<file path="src/rtl/bnn_uart_pkg.sv">
// Shared UART definitions for the BNN controller serial link (transmit and receive sides).
package bnn_uart_pkg;

    typedef enum logic [2:0] {
        StIdle,
        StStart,
        StData,
        StParity,
        StStop
    } uart_state_e;

    localparam int unsigned UART_DATA_BITS  = 8;
    localparam logic        UART_IDLE_LEVEL = 1'b1;

endpackage

</file>
<file path="src/rtl/bnn_baud_gen.sv">
// Bit-period timer: tick pulses on the last cycle of each CLKS_PER_BIT-cycle bit period.
module bnn_baud_gen #(
    parameter int unsigned CLKS_PER_BIT = 87
) (
    input  logic clk,
    input  logic rst_n,
    input  logic clear,
    output logic tick
);

    localparam int unsigned CntW = $clog2(CLKS_PER_BIT);
    localparam logic [CntW-1:0] LastCnt = CntW'(CLKS_PER_BIT - 1);

    logic [CntW-1:0] cnt_q;

    assign tick = !clear && (cnt_q == LastCnt);

    always_ff @(posedge clk or negedge rst_n) begin
        if (!rst_n) begin
            cnt_q <= '0;
        end else if (clear || tick) begin
            cnt_q <= '0;
        end else begin
            cnt_q <= cnt_q + 1'b1;
        end
    end

endmodule

</file>
<file path="src/rtl/bnn_uart_tx.sv">
// UART transmitter with byte FIFO and CTS flow control; 8N1, or 8E1 when BNN_UART_PARITY_EN
// is defined.
module bnn_uart_tx
    import bnn_uart_pkg::*;
#(
    parameter int unsigned CLKS_PER_BIT = 87,
    parameter int unsigned FIFO_DEPTH   = 4
) (
    input  logic                          clk,
    input  logic                          rst_n,
    input  logic [7:0]                    tx_data,
    input  logic                          tx_valid,
    output logic                          tx_ready,
    input  logic                          cts_n,
    output logic                          tx,
    output logic                          busy,
    output logic [$clog2(FIFO_DEPTH):0]   fifo_count
);

    localparam int unsigned PtrW = $clog2(FIFO_DEPTH);
    localparam int unsigned CntW = PtrW + 1;
    localparam logic [CntW-1:0] FullCount = CntW'(FIFO_DEPTH);
    localparam logic [2:0] LastBit = 3'(UART_DATA_BITS - 1);

    logic [7:0]      mem_q [FIFO_DEPTH];
    logic [PtrW-1:0] wr_ptr_q, rd_ptr_q;
    logic [CntW-1:0] count_q;
    logic            push, pop;

    logic            cts_meta_q, cts_s_q;
    uart_state_e     state_q, state_d;
    logic [7:0]      data_q;
    logic [2:0]      bit_q, bit_d;
    logic            tx_q, tx_d;
    logic            tick, can_start;

    assign push       = tx_valid && tx_ready;
    assign tx_ready   = (count_q != FullCount);
    assign fifo_count = count_q;
    assign busy       = (state_q != StIdle) || (count_q != '0);
    assign tx         = tx_q;
    assign can_start  = (count_q != '0) && !cts_s_q;

    // Storage needs no reset: occupancy is tracked by count_q alone.
    always_ff @(posedge clk) begin
        if (push) begin
            mem_q[wr_ptr_q] <= tx_data;
        end
    end

    always_ff @(posedge clk or negedge rst_n) begin
        if (!rst_n) begin
            wr_ptr_q <= '0;
            rd_ptr_q <= '0;
            count_q  <= '0;
        end else begin
            if (push) begin
                wr_ptr_q <= wr_ptr_q + 1'b1;
            end
            if (pop) begin
                rd_ptr_q <= rd_ptr_q + 1'b1;
            end
            if (push && !pop) begin
                count_q <= count_q + 1'b1;
            end else if (pop && !push) begin
                count_q <= count_q - 1'b1;
            end
        end
    end

    always_ff @(posedge clk or negedge rst_n) begin
        if (!rst_n) begin
            cts_meta_q <= 1'b1;
            cts_s_q    <= 1'b1;
        end else begin
            cts_meta_q <= cts_n;
            cts_s_q    <= cts_meta_q;
        end
    end

    // Held in clear while idle, so the counter restarts at 0 on every frame start.
    bnn_baud_gen #(
        .CLKS_PER_BIT(CLKS_PER_BIT)
    ) u_baud_gen (
        .clk  (clk),
        .rst_n(rst_n),
        .clear(state_q == StIdle),
        .tick (tick)
    );

    always_comb begin
        state_d = state_q;
        bit_d   = bit_q;
        tx_d    = tx_q;
        pop     = 1'b0;
        case (state_q)
            StIdle: begin
                if (can_start) begin
                    state_d = StStart;
                    pop     = 1'b1;
                    tx_d    = 1'b0;
                end
            end
            StStart: begin
                if (tick) begin
                    state_d = StData;
                    bit_d   = '0;
                    tx_d    = data_q[0];
                end
            end
            StData: begin
                if (tick) begin
                    if (bit_q == LastBit) begin
`ifdef BNN_UART_PARITY_EN
                        state_d = StParity;
                        tx_d    = ^data_q;
`else
                        state_d = StStop;
                        tx_d    = UART_IDLE_LEVEL;
`endif
                    end else begin
                        bit_d = bit_q + 3'd1;
                        tx_d  = data_q[bit_d];
                    end
                end
            end
`ifdef BNN_UART_PARITY_EN
            StParity: begin
                if (tick) begin
                    state_d = StStop;
                    tx_d    = UART_IDLE_LEVEL;
                end
            end
`endif
            StStop: begin
                if (tick) begin
                    if (can_start) begin
                        state_d = StStart;
                        pop     = 1'b1;
                        tx_d    = 1'b0;
                    end else begin
                        state_d = StIdle;
                        tx_d    = UART_IDLE_LEVEL;
                    end
                end
            end
            default: begin
                state_d = StIdle;
                tx_d    = UART_IDLE_LEVEL;
            end
        endcase
    end

    always_ff @(posedge clk or negedge rst_n) begin
        if (!rst_n) begin
            state_q <= StIdle;
            bit_q   <= '0;
            tx_q    <= UART_IDLE_LEVEL;
            data_q  <= '0;
        end else begin
            state_q <= state_d;
            bit_q   <= bit_d;
            tx_q    <= tx_d;
            if (pop) begin
                data_q <= mem_q[rd_ptr_q];
            end
        end
    end

endmodule

</file>
<file path="config.mk">
export PLATFORM = sky130hd
export DESIGN_NAME = bnn_uart_tx
export DESIGN_NICKNAME = d
export VERILOG_FILES = /design/src/rtl/bnn_uart_pkg.sv /design/src/rtl/bnn_baud_gen.sv /design/src/rtl/bnn_uart_tx.sv
export SDC_FILE = /design/constraint.sdc
export NUM_CORES = 1
export LEC_CHECK = 0
export CAP_MARGIN = 30
export CORE_UTILIZATION = 30
export CTS_CLUSTER_SIZE = 30
export DETAILED_ROUTE_END_ITERATION = 6
export SLEW_MARGIN = 20
export SYNTH_ARGS = -nofsm -noshare
export SYNTH_HDL_FRONTEND = slang
export SYNTH_SLANG_ARGS = --single-unit
</file>
<file path="constraint.sdc">
create_clock -name clk -period 2.2 [get_ports clk]
set_input_delay 0.22 -clock clk [delete_from_list [all_inputs] [get_ports clk]]
set_output_delay 0.22 -clock clk [all_outputs]
set_load 0.03 [all_outputs]
</file>
==> summary.md <==
| Metric | Value |
|---|---|
| Switching component of the power | `0.857 mW` |
| Sequential area share after synthesis | `63.7%` |
| Post-synth EDFFs | `32` |
| Netlist cell types | `38` |
| Slew Viols, Final | `0` |
| Placed instance count | `about 310` |
| Cell area after synthesis | `around 2700 µm²` |
| Leakage power | `between 1 and 1.5 nW` |
| Dpl hpwl | `~3 mm` |
| Clock power share | `between 30% and 40%` |
| Die area | `~9500 µm²` |
| CP startpoint | `u_baud_gen.cnt_q[0]` |
| Synth Register Bits | `63` |
| Flop2flop setup slack | `approximately 140 ps` |
| CTS tree | `built` |
| RR Endpoint | `fifo_count[1]` |
| RSZ-0062 raised after global routing | `false` |
| Met2 WL | `between 2 and 2.5 mm` |
| WL met3 | `121 µm` |
| Syn_nets | `200` |
| Combinational fraction of design power | `between 15 and 20%` |
| Setup TNS | `0 ps` |
| Status | `finished clean` |
| Core ar. | `8760 µm²` |
| Final setup vio count | `0` |
| Synth top area cells | `edfxtp_1 35%, dfrtp_1 26%, mux4_2 8.2%` |
| Sw Share | `27.1%` |
| IO Pins | `18` |
| Die W | `97.4 µm` |
| Drt first-iter violations | `64` |
| Root Driver | `clkbuf_8` |
| Area share of the largest cell type after synthesis | `a little over a third` |
| Hold WS | `roughly 270 ps` |
| Number of diodes | `0` |
| Minimum clock period | `approximately 2100 ps` |
| DRT Pass-1 Iters | `4` |
| Sequential Power Share | `47.9%` |
| Max_slew headroom | `41.2%` |
| Period utilization | `93.6%` |
| Crit Path Max Fanout | `4` |
| Synth Flop Type | `edfxtp_1` |
| WL per Instance | `between 10 and 15 µm` |
| First-pass GRT wire length | `7.89 mm` |
| Fmax | `about 490 MHz` |
| Nets | `230` |
| Hold WC Path Type | `primary input to asynchronous set/reset pin` |
| Ys async rst share | `about half` |
| Detail Route Antenna Nets | `0` |
| Largest net degree at the start of global routing | `32` |
| Remaining DRCs | `0` |
| Port bufs | `17` |
| Crit path kind | `register to register` |
| Tot GR Track Use | `about 11%` |
| WL met1 | `roughly 2.2 mm` |
| Die Y | `between 90 and 100 µm` |
| Pwr/cell area | `~960 nW/µm²` |
| Power Internal | `roughly 2.3 mW` |
| Least-Margin Pin Slew | `around 880 ps` |
| Max-cap viol count | `0` |
| Critical path startpoint category | `register` |
| R2r worst-path depth | `9` |
| Endpoints failing hold | `0` |
| TritonCTS buffer count | `9` |
| Detailed Route WL | `4.54 mm` |
| Final estimated routing congestion in global placement | `0.718` |
| Setup Skew | `between 10 and 15 ps` |
| Site Rows | `34` |
| Starting Density | `roughly 31%` |
| Final std cells w/o fill | `~320` |
| Critical Path End Type | `register` |
| Antenna violations before repair | `0` |
| CP required | `~2400 ps` |
| Vias/cell | `between 4 and 5` |
| Top sig layer | `met4` |
| Clock buffer depth | `2` |
| Clock Sinks | `63` |
| Cell accounting for the most synthesized area | `edfxtp_1` |
| DR vias | `around 1500` |
| Synth top cells by count | `32 x edfxtp_1, 28 x dfrtp_1, 17 x nor2_1` |
| RR Startpoint | `u_baud_gen.cnt_q[0]` |
| Share of cells above drive strength 1 | `27.2%` |
| Vias in the first global route | `roughly 1600` |
| Cell with the most instances after synthesis | `edfxtp_1` |
| Gr ovfl total | `0` |
| CTS H-tree lvls | `3` |
| Synth Warn # | `0` |
| Later-pin clock latency in the skew report | `between 300 and 400 ps` |
| Gate count of the mapped netlist | `between 150 and 200` |
| Area Overhead vs Synth | `20.9%` |
| Clock transition at path regs | `around 80 ps` |
| Syn_area_per_cell | `between 15 and 20 µm²` |
| Peak VDD IR | `roughly 0.00046 V` |
| Critical path arrival | `2300 ps` |
## state kept, by name (all words and copies together) (netlist names)
name,flops
tx,1
fifo_count,3
rd_ptr_q,2
bit_q,3
u_baud_gen.cnt_q,7
mem_q,32
state_q,3
wr_ptr_q,2
cts_s_q,1
data_q,8
cts_meta_q,1
## placed cells by master, fill, tap and decap left out, types with 2 or more instances in the layout
cell,Yosys,routed
dfrtp_1,28,26
clkbuf_8,0,9
a21oi_1,2,2
a211oi_1,2,2
bufinv_16,0,2
dfrtp_2,0,2
o21ai_0,6,6
xnor2_1,6,6
buf_4,0,6
clkdlybuf4s50_1,0,16
clkinvlp_4,0,2
clkinv_4,0,2
mux2_2,4,4
nor3_1,3,2
nand2b_1,2,2
nand3_1,2,2
xor2_1,5,5
edfxtp_1,32,32
inv_1,5,5
dfstp_2,3,3
mux2_4,6,6
nor2_1,17,17
mux4_2,10,10
nand2_2,1,2
and3_1,4,4
nand2_1,12,11
ha_1,9,7
## repair_timing
item,4_1_cts,5_1_grt
pin swaps,0,1
hold buffers,0,0
buffers inserted,0,0
resized for setup,1,1
setup endpoints to repair,1,2
## per-stage QoR
stage	area [µm²]	utilization (%)	total power, mW	setup slack, ps
CTS	3300	37.6	3.19	107
finish	3300	37.7	3.16	141
detailed placement	3080	35.1	2.07	125
global route	3300	37.7	3.32	10.6
global placement	3080	35.1	2.06	157
floorplan	2750	-	1.85	18.2
## metal layers
metal  track usage, %  vias to the layer above
met5                0                        -
li1                 -                      711
met3             2.88                        9
met1             14.2                      755
met4             6.33                        0
met2             16.2                       17
## area by class of cell
cell class / count / area [µm²]
Multi-Input combinational cell: 106 / 971
Clock inverter: 7 / 97.6
Sequential cell: 63 / 1740
Tap cell: 108 / 135
Clock buffer: 9 / 124
Fill cell: 853 / 5460
Inverter: 5 / 18.8
Timing Repair Buffer: 23 / 214
## how the worst max path moves through the flow
| stage | endpoint | slack, ps | depth (start not counted) |
|---|---|---|---|
| after floorplan | fifo_count[1] | 20 | 10 |
| after global placement | fifo_count[1] | 160 | 9 |
| after detailed placement | fifo_count[1] | 130 | 9 |
| after CTS | fifo_count[1] | 110 | 9 |
| after global routing | fifo_count[1] | 10 | 9 |
| final | fifo_count[1] | 140 | 9 |
## worst max-delay path, stage by stage, from the launching register on
cell and delay [ps]:
dfrtp_1 380, inv_1 60, ha_2 180, nand4b_4 120, o21ai_4 170, nand3_2 130, ha_4 190, inv_1 60
fa_1 400, mux2_2 260
## kinds of logic after synthesis
group                      Yosys count  share of synthesized area [%]
DFF                                 63                           63.7
and+or+nand+nor                     49                           9.25
muxes                               20                           13.2
AOI/OAI and AO/OA                   16                           3.89
xor gates and xnor gates            11                           3.53
adders and majority gates           10                           4.86
buffers and inverters                9                           1.56
## power groups by stage
stage | sequential, mW | combinational (mW) | clock (mW)
after floorplan | 1.57 | 0.280 | 0
after global placement | 1.53 | 0.524 | 0
after detailed placement | 1.54 | 0.536 | 0
after CTS | 1.51 | 0.540 | 1.14
after global routing | 1.53 | 0.595 | 1.19
final | 1.51 | 0.529 | 1.12
Note: power is estimated with default switching activity, not from simulation.
